[config.mk]
export PLATFORM = sky130hd
export DESIGN_NAME = shift_issue_pipe_flat
export DESIGN_NICKNAME = d
export VERILOG_FILES = /design/src/rtl/shift_issue_pipe_if.sv /design/src/rtl/shift_issue_pipe.sv /design/src/flat_wrapper.sv
export SDC_FILE = /design/constraint.sdc
export NUM_CORES = 1
export LEC_CHECK = 0
export CORE_MARGIN = 1
export CORE_UTILIZATION = 39
export DETAILED_ROUTE_END_ITERATION = 7
export GPL_TIMING_DRIVEN = 0
export PLACE_DENSITY_LB_ADDON = 0.08
export SYNTH_ARGS = -nofsm -noshare
export SYNTH_HDL_FRONTEND = slang
export SYNTH_SLANG_ARGS = --single-unit
[constraint.sdc]
create_clock -name clk -period 2.2 [get_ports clk]
set_input_delay 0.22 -clock clk [delete_from_list [all_inputs] [get_ports clk]]
set_output_delay 0.22 -clock clk [all_outputs]
set_load 0.01 [all_outputs]
[src/rtl/shift_issue_pipe_if.sv]
// Request/response bundle for shift_issue_pipe: issue handshake in, result handshake out.
// master = producer/consumer side (testbench or upstream logic), slave = the pipe itself.
interface shift_issue_pipe_if #(
   parameter int DATA_W  = 32,
   parameter int SHAMT_W = 5
);
   logic                 in_valid;
   logic                 in_ready;
   logic [DATA_W-1:0]    in_a;
   logic [SHAMT_W-1:0]   in_shamt;
   logic [1:0]           in_op;
   logic                 out_valid;
   logic                 out_ready;
   logic [DATA_W-1:0]    out_result;
   logic                 out_op_err;

   modport master (
      output in_valid, in_a, in_shamt, in_op, out_ready,
      input  in_ready, out_valid, out_result, out_op_err
   );

   modport slave (
      input  in_valid, in_a, in_shamt, in_op, out_ready,
      output in_ready, out_valid, out_result, out_op_err
   );
endinterface

[src/rtl/shift_issue_pipe.sv]
// Two-stage issue/capture controller wrapped around the external right-only 32-bit shift chain.
// Optional feature: define SHIFT_PERF_CNT_EN to add the saturating perf_cnt handshake counter port.
module shift_issue_pipe #(
   parameter int DATA_W  = 32,
   parameter int SHAMT_W = 5
) (
   input  logic               clk,
   input  logic               rst,
   shift_issue_pipe_if.slave  bus,
   output logic [DATA_W-1:0]  stage_in,
   output logic [SHAMT_W-1:0] stage_en,
   output logic               stage_fill,
   input  logic [DATA_W-1:0]  stage_out
`ifdef SHIFT_PERF_CNT_EN
   ,
   output logic [31:0]        perf_cnt
`endif
);

   typedef enum logic [1:0] {
      OP_SLL = 2'b00,
      OP_SRL = 2'b01,
      OP_RSV = 2'b10,
      OP_SRA = 2'b11
   } op_e;

   function automatic logic [DATA_W-1:0] bitrev(input logic [DATA_W-1:0] v);
      logic [DATA_W-1:0] r;
      for (int i = 0; i < DATA_W; i++) begin
         r[i] = v[DATA_W-1-i];
      end
      return r;
   endfunction

   logic               s1_valid;
   logic [DATA_W-1:0]  s1_a;
   logic [SHAMT_W-1:0] s1_shamt;
   op_e                s1_op;

   logic               s2_valid;
   logic [DATA_W-1:0]  s2_result;
   logic               s2_op_err;

   logic               accept;
   logic               s2_adv;
   logic [DATA_W-1:0]  chain_result;

   // S1 may move on when S2 is empty or being drained this cycle; in_ready never looks at in_valid.
   assign s2_adv       = s1_valid && (!s2_valid || bus.out_ready);
   assign bus.in_ready = !s1_valid || s2_adv;
   assign accept       = bus.in_valid && bus.in_ready;

   // NOTE: every always_comb output gets a default before any branch, so no path can infer a latch.
   always_comb begin
      stage_in     = s1_a;
      stage_en     = s1_shamt;
      stage_fill   = 1'b0;
      chain_result = stage_out;
      unique case (s1_op)
         OP_SLL: begin
            stage_in     = bitrev(s1_a);
            chain_result = bitrev(stage_out);
         end
         OP_SRA: stage_fill = s1_a[DATA_W-1];
         OP_RSV: stage_en   = '0;
         default: ;
      endcase
   end

   // NOTE: state registers use non-blocking assignments so every flop samples pre-edge values.
   always_ff @(posedge clk or posedge rst) begin
      if (rst) begin
         s1_valid <= 1'b0;
         s1_a     <= '0;
         s1_shamt <= '0;
         s1_op    <= OP_SLL;
      end else if (accept) begin
         s1_valid <= 1'b1;
         s1_a     <= bus.in_a;
         s1_shamt <= bus.in_shamt;
         s1_op    <= op_e'(bus.in_op);
      end else if (s2_adv) begin
         s1_valid <= 1'b0;
      end
   end

   always_ff @(posedge clk or posedge rst) begin
      if (rst) begin
         s2_valid  <= 1'b0;
         s2_result <= '0;
         s2_op_err <= 1'b0;
      end else if (s2_adv) begin
         s2_valid  <= 1'b1;
         s2_result <= chain_result;
         s2_op_err <= (s1_op == OP_RSV);
      end else if (bus.out_ready) begin
         s2_valid  <= 1'b0;
      end
   end

   assign bus.out_valid  = s2_valid;
   assign bus.out_result = s2_result;
   assign bus.out_op_err = s2_op_err;

`ifdef SHIFT_PERF_CNT_EN
   // Counts delivered results; sticks at all-ones instead of wrapping.
   always_ff @(posedge clk or posedge rst) begin
      if (rst) begin
         perf_cnt <= '0;
      end else if (s2_valid && bus.out_ready && (perf_cnt != 32'hFFFF_FFFF)) begin
         perf_cnt <= perf_cnt + 32'd1;
      end
   end
`endif

endmodule

[src/flat_wrapper.sv]
// flat-port wrapper written by rule: the top's interface ports become plain ports
module shift_issue_pipe_flat 
#(
   parameter int DATA_W  = 32,
   parameter int SHAMT_W = 5
)
  (clk, rst, stage_in, stage_en, stage_fill, stage_out, bus_in_valid, bus_in_a, bus_in_shamt, bus_in_op, bus_out_ready, bus_in_ready, bus_out_valid, bus_out_result, bus_out_op_err);
  shift_issue_pipe_if #(.DATA_W(DATA_W), .SHAMT_W(SHAMT_W)) bus_i ();
  input  logic clk;
  input  logic rst;
  output logic [DATA_W-1:0] stage_in;
  output logic [SHAMT_W-1:0] stage_en;
  output logic stage_fill;
  input  logic [DATA_W-1:0] stage_out;
  input wire logic [$bits(bus_i.in_valid)-1:0] bus_in_valid;
  input wire logic [$bits(bus_i.in_a)-1:0] bus_in_a;
  input wire logic [$bits(bus_i.in_shamt)-1:0] bus_in_shamt;
  input wire logic [$bits(bus_i.in_op)-1:0] bus_in_op;
  input wire logic [$bits(bus_i.out_ready)-1:0] bus_out_ready;
  output wire logic [$bits(bus_i.in_ready)-1:0] bus_in_ready;
  output wire logic [$bits(bus_i.out_valid)-1:0] bus_out_valid;
  output wire logic [$bits(bus_i.out_result)-1:0] bus_out_result;
  output wire logic [$bits(bus_i.out_op_err)-1:0] bus_out_op_err;
  assign bus_i.in_valid = bus_in_valid;
  assign bus_i.in_a = bus_in_a;
  assign bus_i.in_shamt = bus_in_shamt;
  assign bus_i.in_op = bus_in_op;
  assign bus_i.out_ready = bus_out_ready;
  assign bus_in_ready = bus_i.in_ready;
  assign bus_out_valid = bus_i.out_valid;
  assign bus_out_result = bus_i.out_result;
  assign bus_out_op_err = bus_i.out_op_err;
  shift_issue_pipe #(.DATA_W(DATA_W), .SHAMT_W(SHAMT_W)) u_core (.clk(clk), .rst(rst), .bus(bus_i), .stage_in(stage_in), .stage_en(stage_en), .stage_fill(stage_fill), .stage_out(stage_out));
endmodule
==> impl_metrics.yaml, run 1 <==
final_layout:
  syn2layout_area_growth_pct: 53.6
  multiInputGateArea_mm2: 0.00159
  diodes: 0
  regArea_mm2: 0.00185
  drive_gt1_share_pct: 25.5
  final_cells: 559
  final_nets: 522
  fillers: 753
worst_setup_path:
  critical-path-max-stage-delay_ns: 0.41
  crit_cells: 5
  worstPathArrival_ns: 1.80
  crit_buf_inv: 3
  cp.required_ns: 1.98
  crit_path_max_fanout: 10
  r2r_setup_slack_ns: 0.65
  path_cells: "nor2_4 > buf_12 > buf_6 > mux2_2 > dlygate4sd2_1"
  timing.rr.start: "u_core.s1_op[1]$_DFFE_PP0P_"
  crit_end: "stage_in[7]"
  slowest_stage: "dfrtp_1"
  r2r_cells: 7
  start_kind: "flip-flop"
  critPathTopFamily: "buffers and inverters"
  criticalPathCategory: "flip-flop to output pin"
  crit_path_end_kind: "output pin"
  crit_start: "u_core.s1_op[1]$_DFFE_PP0P_"
  timing.rr.end: "u_core.bus.out_result[5]$_DFFE_PP0P_"
drt:
  firstDrtPassIters: 8
  via_per_inst: 5.02
  finalWirelength_um: 9160
  ant_nets: 0
  post_drt_wl_per_cell_um: 16.4
  drtIter0Drc: 77
  vias: 2804
  drc: 7
logic_synthesis:
  yosys_warnings: 0
  syn-instance-count: 280
  postSynthAreaPerCell_um2: 12.9
  synthTopCellsByArea: "dfrtp_1 51%, mux2_2 19%, mux2i_1 9.1%, a21oi_1 8.9%, mux2_4 4.1%"
  synth_nets: 355
  yosysSeqAreaShare_pct: 51.2
  syn_area_mm2: 0.00362
  synth_seq_cells: 74
  synth_top_area_cell: "dfrtp_1"
  synth_top_area_share_pct: 51.2
  synth_cell_types: 17
sta:
  slew_headroom_pct: 66.5
  finalSetupTns_ns: 0
  finalSetupViolCount: 0
  maxSlewViolCount: 0
  rsz0062_at_grt: "no"
  finalCritPeriodShare_pct: 91.9
  tightest_slew_ns: 0.502
  fin_skew_ns: 0.00597
  timing.final.ws_setup_ns: 0.178
  max_freq_mhz: 495
  hold_viol: 0
  min_period_ns: 2.02
  holdWs_ns: 0.241
power_and_ir_drop:
  peakVddDrop_v: 0.000400
  power.leakage_nw: 2.36
  p_per_area_mw_per_mm2: 822
floorplanning:
  start_util_pct: 40.9
  die-width_um: 98.3
  die_area_mm2: 0.00967
  design.portCount: 148
  core-area_mm2: 0.00885
  die_h_um: 98.3
  num_rows: 34
clock_network:
  cts_tree: "done"
  cts-root-buf: "clkbuf_8"
  cts_buffers: 9
  clock_latency_ns: 0.33
  cts_buffer_depth: 2
  cts.sinks: 74
  cts-htree-levels: 3
  cts.clk_slew.worst_paths_ns: 0.08
flow_run:
  drv_cap: 0
placement:
  portBuffers: 147
  placed_cells: 536
  gp_congestion: 0.753
  dpl.hpwl_um: 6490
  pre_cts_slack_ns: 0.0409
global_routing:
  grt.total_usage_pct: 20.0
  antenna_found_initial: 0
  grt.overflow.total: 0
  grt_max_degree: 43
  grt_pass1_vias: 2993
  grt_pass1_wl_um: 15200
run_status:
  violations: "DRC"
  status: "finished with violations"
worst_hold_path:
  hp-class: "input pin to async pin"
## power by group
part	total, mW	internal [mW]	leakage, nW	switching, mW
logic	1.56	0.935	1.40	0.629
clock network	1.27	0.777	0.118	0.494
registers	1.74	1.59	0.842	0.145
## synthesized netlist by cell type, drive strengths merged
cell / number
nand2b: 4
nand3b: 1
mux2i: 33
nand2: 1
nor2: 1
dfrtp: 74
inv: 2
buf: 16
a21oi: 64
mux2: 71
and2: 6
and3: 1
clkbuf: 6
## what timing repair did
item                       CTS  global route
pin swaps                    1             0
setup buffers                7             0
setup endpoints to repair   29             3
hold buffers                 0             0
resized for setup           36             3
cloned                       1             0
## final cells by class
class / count / area share, %
clock inverter: 5 / 1.85
buffer: 22 / 3.33
tap: 108 / 2.43
multi-input combinational: 182 / 28.7
inverter: 2 / 0.180
clock buffer: 10 / 2.48
timing repair buffer: 156 / 27.8
sequential: 74 / 33.3
## worst min path at each step
stage	to	depth (start not counted)	from	slack, ns
finish	u_core.s1_a[15]$_DFFE_PP0P_	2	rst	0.24
global route	u_core.s1_a[15]$_DFFE_PP0P_	2	rst	0.25
CTS	u_core.bus.out_result[14]$_DFFE_PP0P_	2	rst	0.24
detailed placement	u_core.s1_shamt[0]$_DFFE_PP0P_	1	u_core.s1_shamt[0]$_DFFE_PP0P_	0.49
global placement	u_core.s1_shamt[1]$_DFFE_PP0P_	1	u_core.s1_shamt[1]$_DFFE_PP0P_	0.48
floorplan	u_core.s1_valid$_DFFE_PP0P_	1	bus_in_valid	0.33
## state kept, by name, summed over array words and instances, names as in the netlist
name / cells
u_core.bus.out_valid: 1
u_core.s1_op: 2
u_core.s1_valid: 1
u_core.s1_shamt: 5
u_core.bus.out_op_err: 1
u_core.bus.out_result: 32
u_core.s1_a: 32
## metrics by stage
stage	util (%)	cell area (um2)	power (mW)
global placement	59.0	5230	3.34
finish	62.8	5560	4.57
floorplan	-	3620	2.53
detailed placement	59.4	5260	3.38
CTS	62.7	5550	4.63
global route	62.8	5560	4.83
## metal layers
| layer | part of all wire [%] | wire, um | track usage [%] |
|---|---|---|---|
| met5 | 0 | 0 | 0 |
| met4 | 0.85 | 78 | 4.82 |
| met2 | 49 | 4490 | 33.4 |
| met3 | 6.4 | 587 | 5.65 |
| met1 | 44 | 4000 | 25.9 |
## logic make-up after synthesis
logic type             share of synthesized area (%)
and+or+nand+nor                                 2.94
AOI/OAI and AO/OA                               8.85
buffers and inverters                           4.77
muxes                                           32.3
DFF                                             51.2
## cell usage in the layout (no fill, tap or decap), drive strengths merged
master	n
dlymetal6s2s	3
mux2i	33
clkinvlp	1
clkdlybuf4s50	115
inv	2
nor2	1
buf	25
dlygate4sd2	29
clkinv	1
mux2	71
nand2b	4
and3	1
a21oi	64
dfrtp	74
clkbuf	16
and2	6
nand2	1
bufinv	3
nand3b	1
(Power assumes the default switching activity.)
==> run 2: changes to the inputs <==
--- a/config.mk
+++ b/config.mk
@@ -13,3 +13,4 @@
 export SYNTH_ARGS = -nofsm -noshare
 export SYNTH_HDL_FRONTEND = slang
 export SYNTH_SLANG_ARGS = --single-unit
+export TNS_END_PERCENT = 50
==> results of run 2 <==
The final DEF is identical to that of run 1; final timing and power are the same.
==> run 3: changes to the inputs <==
--- a/config.mk
+++ b/config.mk
@@ -8,7 +8,6 @@
 export CORE_MARGIN = 1
 export CORE_UTILIZATION = 39
 export DETAILED_ROUTE_END_ITERATION = 7
-export GPL_TIMING_DRIVEN = 0
 export PLACE_DENSITY_LB_ADDON = 0.08
 export SYNTH_ARGS = -nofsm -noshare
 export SYNTH_HDL_FRONTEND = slang
==> constraint.sdc (replaced) <==
create_clock -name clk -period 2.2 [get_ports clk]
set_input_delay 0.44 -clock clk [delete_from_list [all_inputs] [get_ports clk]]
set_output_delay 0.44 -clock clk [all_outputs]
set_load 0.01 [all_outputs]
==> impl_metrics.yaml, run 3 (same netlist as run 1, synthesis figures left out) <==
clock_network:
  clock_latency_ns: 0.34
  cts_buffer_depth: 2
  cts.clk_slew.worst_paths_ns: 0.08
  cts-htree-levels: 3
  cts.sinks: 74
  cts_tree: "done"
  cts-root-buf: "clkbuf_8"
  cts_buffers: 9
drt:
  firstDrtPassIters: 6
  vias: 2771
  ant_nets: 0
  drc: 10
  via_per_inst: 5.05
  post_drt_wl_per_cell_um: 15.5
  finalWirelength_um: 8510
  drtIter0Drc: 61
sta:
  rsz0062_at_grt: "yes"
  max_freq_mhz: 464
  slew_headroom_pct: 68.6
  min_period_ns: 2.16
  hold_viol: 0
  finalSetupTns_ns: 0
  tightest_slew_ns: 0.472
  fin_skew_ns: 0.0138
  finalSetupViolCount: 0
  maxSlewViolCount: 0
  finalCritPeriodShare_pct: 98.0
power_and_ir_drop:
  peakVddDrop_v: 0.000360
  p_per_area_mw_per_mm2: 825
  power.leakage_nw: 2.27
  seqPwrFrac_pct: 39.1
  comb_power_share_pct: 33.8
  intPower_mw: 3.18
  power_frac_clock_pct: 27.1
  power.share.switching_pct: 28.2
  switchingPower_mw: 1.25
final_layout:
  mostFrequentLayoutCells: "115 x clkdlybuf4s50_1, 74 x dfrtp_1, 64 x a21oi_1"
  diodes: 0
  multiInputGateArea_mm2: 0.00159
  layout_commonest_cell: "clkdlybuf4s50_1"
  regArea_mm2: 0.00185
  syn2layout_area_growth_pct: 48.4
  drive_gt1_share_pct: 31.7
  fillers: 788
  finish.utilization_pct: 60.7
  final_nets: 511
worst_setup_path:
  criticalPathCategory: "flip-flop to output pin"
  critical-path-max-stage-delay_ns: 0.42
  cp.required_ns: 1.76
  worstPathArrival_ns: 1.72
  slowest_stage: "dfrtp_1"
  crit_path_max_fanout: 12
  path_cells: "nor2_4 > buf_6 > buf_12 > mux2_2 > clkdlybuf4s15_1"
  r2r_setup_slack_ns: 0.40
  crit_path_end_kind: "output pin"
  start_kind: "flip-flop"
global_routing:
  grt_max_degree: 75
  grt.total_usage_pct: 18.3
  antenna_found_initial: 0
  grt_pass1_wl_um: 13900
  grt.overflow.total: 0
  grt_pass1_vias: 2841
floorplanning:
  die_h_um: 98.3
  design.portCount: 148
  core-area_mm2: 0.00885
  start_util_pct: 40.9
  die-width_um: 98.3
  num_rows: 34
  die_area_mm2: 0.00967
placement:
  portBuffers: 147
  dpl.hpwl_um: 5800
  gp_congestion: 0.696
run_status:
  status: "finished with violations"
  violations: "DRC"
worst_hold_path:
  hp-class: "flip-flop to flip-flop"
flow_run:
  drv_cap: 0
## run 3: cell count changes in the layout (fill, tap and decap cells not counted), sizes merged
cell           before  now
dlygate4sd2        29    0
clkbuf             16   42
dlymetal6s2s        3    0
buf                25   20
inv                 2    1
bufinv              3    2
clkdlybuf4s15       0    2
clkinv              1    2
## run 3: final cells by class
class	count	area share [%]
clock buffer	12	2.89
inverter	2	0.210
tap	108	2.52
multi-input combinational	182	29.7
sequential	74	34.5
timing repair buffer	167	28.9
clock inverter	4	1.37
## run 3: critical path: cells and delay by family (launching register included)
family	cells	cell delay (ns)
buffers and inverters	3	0.48
DFF	1	0.42
muxes	1	0.33
and+or+nand+nor	1	0.13
## run 3: final timing paths
path                                                     start                               endpoint  cells after the start
worst max-delay path               u_core.s1_op[0]$_DFFE_PP0P_                           stage_in[22]                      5
worst min-delay path            u_core.s1_shamt[1]$_DFFE_PP0P_         u_core.s1_shamt[1]$_DFFE_PP0P_                      1
worst max register to register     u_core.s1_op[0]$_DFFE_PP0P_  u_core.bus.out_result[27]$_DFFE_PP0P_                      7
worst min register to register  u_core.s1_shamt[1]$_DFFE_PP0P_         u_core.s1_shamt[1]$_DFFE_PP0P_                      1
max in group asynchronous                                  rst            u_core.s1_a[27]$_DFFE_PP0P_                      3
min in group asynchronous                                  rst  u_core.bus.out_result[16]$_DFFE_PP0P_                      3
## run 3: power groups by stage
| stage | Clock (mW) | Sequential [mW] | Combinational, mW |
|---|---|---|---|
| after CTS | 1.23 | 1.73 | 1.54 |
| after floorplan | 0 | 1.79 | 0.736 |
| after detailed placement | 0 | 1.76 | 1.58 |
| final | 1.20 | 1.73 | 1.50 |
| after global placement | 0 | 1.75 | 1.57 |
| after global routing | 1.30 | 1.77 | 1.61 |
## run 3: routing by layer
layer,part of all wire [%],GRT usage [%],vias up
met5,0,0,-
met4,1.0,5.86,0
met3,8.1,6.30,8
met2,49,30.9,97
met1,41,21.9,1347
li1,-,-,1319
## run 3: stage by stage
stage	std cells	hold WS [ns]	total power [mW]	area (um2)	worst slack, ns
floorplan	280	0.470	2.53	3620	0.541
global placement	524	0.481	3.32	5200	0.130
detailed placement	524	0.490	3.34	5200	0.136
CTS	544	0.508	4.50	5460	-0.200
global route	549	0.521	4.68	5370	-0.0320
finish	549	0.506	4.43	5370	0.0441
## run 3: what timing repair did
item / 4_1_cts / 5_1_grt
gates cloned: 1 / 0
hold buffers: 0 / 0
hold endpoints to repair: 0 / 0
gates resized for setup: 39 / 60
buffers inserted: 3 / 6
pin swaps: 1 / 1
setup endpoints to repair: 32 / 34
==> RTL change: new RTL, flow settings as in run 2 <==
`DATA_W` is set to 32 in 3 places; all go to 48.
--- a/src/rtl/shift_issue_pipe_if.sv
+++ b/src/rtl/shift_issue_pipe_if.sv
@@ -1,7 +1,7 @@
 // Request/response bundle for shift_issue_pipe: issue handshake in, result handshake out.
 // master = producer/consumer side (testbench or upstream logic), slave = the pipe itself.
 interface shift_issue_pipe_if #(
-   parameter int DATA_W  = 32,
+   parameter int DATA_W  = 48,
    parameter int SHAMT_W = 5
 );
    logic                 in_valid;
--- a/src/rtl/shift_issue_pipe.sv
+++ b/src/rtl/shift_issue_pipe.sv
@@ -1,7 +1,7 @@
 // Two-stage issue/capture controller wrapped around the external right-only 32-bit shift chain.
 // Optional feature: define SHIFT_PERF_CNT_EN to add the saturating perf_cnt handshake counter port.
 module shift_issue_pipe #(
-   parameter int DATA_W  = 32,
+   parameter int DATA_W  = 48,
    parameter int SHAMT_W = 5
 ) (
    input  logic               clk,
--- a/src/flat_wrapper.sv
+++ b/src/flat_wrapper.sv
@@ -1,7 +1,7 @@
 // flat-port wrapper written by rule: the top's interface ports become plain ports
 module shift_issue_pipe_flat 
 #(
-   parameter int DATA_W  = 32,
+   parameter int DATA_W  = 48,
    parameter int SHAMT_W = 5
 )
   (clk, rst, stage_in, stage_en, stage_fill, stage_out, bus_in_valid, bus_in_a, bus_in_shamt, bus_in_op, bus_out_ready, bus_in_ready, bus_out_valid, bus_out_result, bus_out_op_err);
Ports: changed (resized bus_in_a, bus_out_result, stage_in and stage_out); port bits go from 148 to 212. No check against the original RTL was run, so the function may have changed too.
==> RTL change against run 2 <==
The flow finishes with violations (setup timing); area after synthesis increased by 42%; critical endpoint is now stage_in[19]; via count increased by 46%; core utilization decreased by 0.69 points; power increased by 47%; final area increased by 42%; synthesized cell count increased by 44%; routed wire length increased by 55%; setup slack got worse by 260 ps; count of clock-buffer cells in the layout increased by 1; sequential cell count increased by 32; clock skew increased by 1.4 ps.
==> RTL change: results (changes against run 2) <==
ROUTE
--------------------------------------------------------------------------
Met3 layer wire length in the routed design .................     1.254 mm   +110%
Initial DRT Pass Iterations .................................            4   -4
Met2 Wirelength .............................................     6.918 mm   +54%
Final routed wirelength across all metal layers .............     14.21 mm   +55%
Routed via count divided by cell count ......................        5.042   +0.52%
Routed WL per cell ..........................................     17.54 um   +7.0%

FINAL LAYOUT
--------------------------------------------------------------------------
Core occupancy in the finished layout .......................       62.14%   -0.69 points
Number of fill cells ........................................         1059   +41%
Fraction of layout instances using a drive strength above 1 .       24.61%   -0.89 points
Number of nets in the layout ................................          740   +42%
Seq/total area ..............................................       33.55%   +0.24 points
Final clock-cell share ......................................       4.463%   +0.14 points
Multi-input combinational cell area .........................    2241 um^2   +41%
Multi-In Gates ..............................................          262   +44%
Fraction of cell area in non-clock buffers ..................       30.77%   -0.31 points
Multi-input logic portion of the cell area ..................       28.35%   -0.33 points

GLOBAL ROUTING
--------------------------------------------------------------------------
First-pass GRT wire length ..................................     22.05 mm   +45%
Via count of the first global-routing pass ..................         4359   +46%
Met2 track demand over resource in global routing ...........       36.96%   +3.6 points
Met3 Usage GRT ..............................................       7.525%   +1.9 points
Met1 Usage GRT ..............................................       24.46%   -1.4 points

STA
--------------------------------------------------------------------------
Worst slew slack as a fraction of its limit .................       52.15%   -14 points
Fin Setup TNS ...............................................     -1052 ps   -1052 ps
Worst setup slack after layout ..............................    -87.09 ps   -264.9 ps
Final setup vio count .......................................           28   +28
Clock Skews .................................................     7.383 ps   +1.416 ps

CLOCK TREE
--------------------------------------------------------------------------
Master cell of the clock root buffer ........................ sky130_fd_sc_hd__clkbuf_16
Clock latency on the worst-skew pair ........................       350 ps   +20 ps
Sinks on Clock Net ..........................................          106   +43%

PWR
--------------------------------------------------------------------------
Switching Fraction ..........................................       27.93%   +0.18 points
Static power due to leakage .................................     3.242 nW   +37%
Power attributed to combinational cells .....................      2.32 mW   +49%
Clock distribution power ....................................      1.89 mW   +49%

OUTCOME
--------------------------------------------------------------------------
Run status .................................................. finished with violations
Violations in the final reports ............................. setup timing

PLACED DESIGN
--------------------------------------------------------------------------
Placed Instance Area ........................................    7496 um^2   +43%
Placed cell count ...........................................          788   +47%
IO buf count ................................................          211   +44%
Gp weighted congestion ......................................       0.7393   -1.9%
Post-detailed-placement half-perimeter wirelength ...........     10.58 mm   +63%

YOSYS
--------------------------------------------------------------------------
Per-instance average area after synthesis ...................   12.72 um^2   -1.6%
Part of the Yosys area used for sequential elements .........       51.76%   +0.58 points
Ranking of synthesized cells by area ........................ sky130_fd_sc_hd__dfrtp_1 52%, sky130_fd_sc_hd__mux2_2 22%, sky130_fd_sc_hd__mux2i_1 9.6%
Synthesized net count .......................................          510   +44%
Top cells by count, synth ................................... 106 x sky130_fd_sc_hd__dfrtp_1, 100 x sky130_fd_sc_hd__mux2_2, 96 x sky130_fd_sc_hd__a21oi_1
Distinct cell type count after synthesis ....................           16   -1

WORST SETUP PATH
--------------------------------------------------------------------------
Data arrival, critical path .................................      2070 ps   +270 ps

[RTL change: cell count changes after synthesis, sizes merged]
cell / before / now
a21oi: 64 / 96
dfrtp: 74 / 106
mux2: 71 / 103
mux2i: 33 / 49
buf: 16 / 24
clkbuf: 6 / 9
[RTL change: cell families (layout without fill, tap and decap cells)]
logic type / after synthesis / in the layout / share of synthesized area [%]
AND/OR/NAND/NOR: 14 / 14 / 1.929
AO/OA/AOI/OAI: 96 / 96 / 9.375
buffers and inverters: 35 / 270 / 4.517
multiplexers: 152 / 152 / 32.42
flip-flops: 106 / 106 / 51.76
[RTL change: path summary, 6_finish.rpt]
kind | from | to | slack (ps) | depth (start not counted)
worst max-delay path | u_core.s1_op[1]$_DFFE_PP0P_ | stage_in[19] | -90 | 4
worst min-delay path | rst | u_core.bus.out_result[26]$_DFFE_PP0P_ | 340 | 2
worst max register to register | u_core.bus.out_valid$_DFFE_PP0P_ | u_core.bus.out_result[0]$_DFFE_PP0P_ | 610 | 6
worst min register to register | u_core.s1_shamt[1]$_DFFE_PP0P_ | u_core.s1_shamt[1]$_DFFE_PP0P_ | 500 | 1
max in group asynchronous | rst | u_core.s1_shamt[0]$_DFFE_PP0P_ | 1230 | 3
min in group clk | bus_in_a[16] | u_core.s1_a[16]$_DFFE_PP0P_ | 470 | 2
[RTL change: critical path, cell delays in order (launching register included)]
cell	delay [ps]
sky130_fd_sc_hd__dfrtp_1	410
sky130_fd_sc_hd__nor2_4	210
sky130_fd_sc_hd__buf_4	240
sky130_fd_sc_hd__mux2_2	360
sky130_fd_sc_hd__clkdlybuf4s50_1	500
[RTL change: timing repair]
item	4_1_cts	5_1_grt
setup endpoints to repair	48	31
gates resized for setup	36	7
pin swaps	0	1
setup buffers	5	1
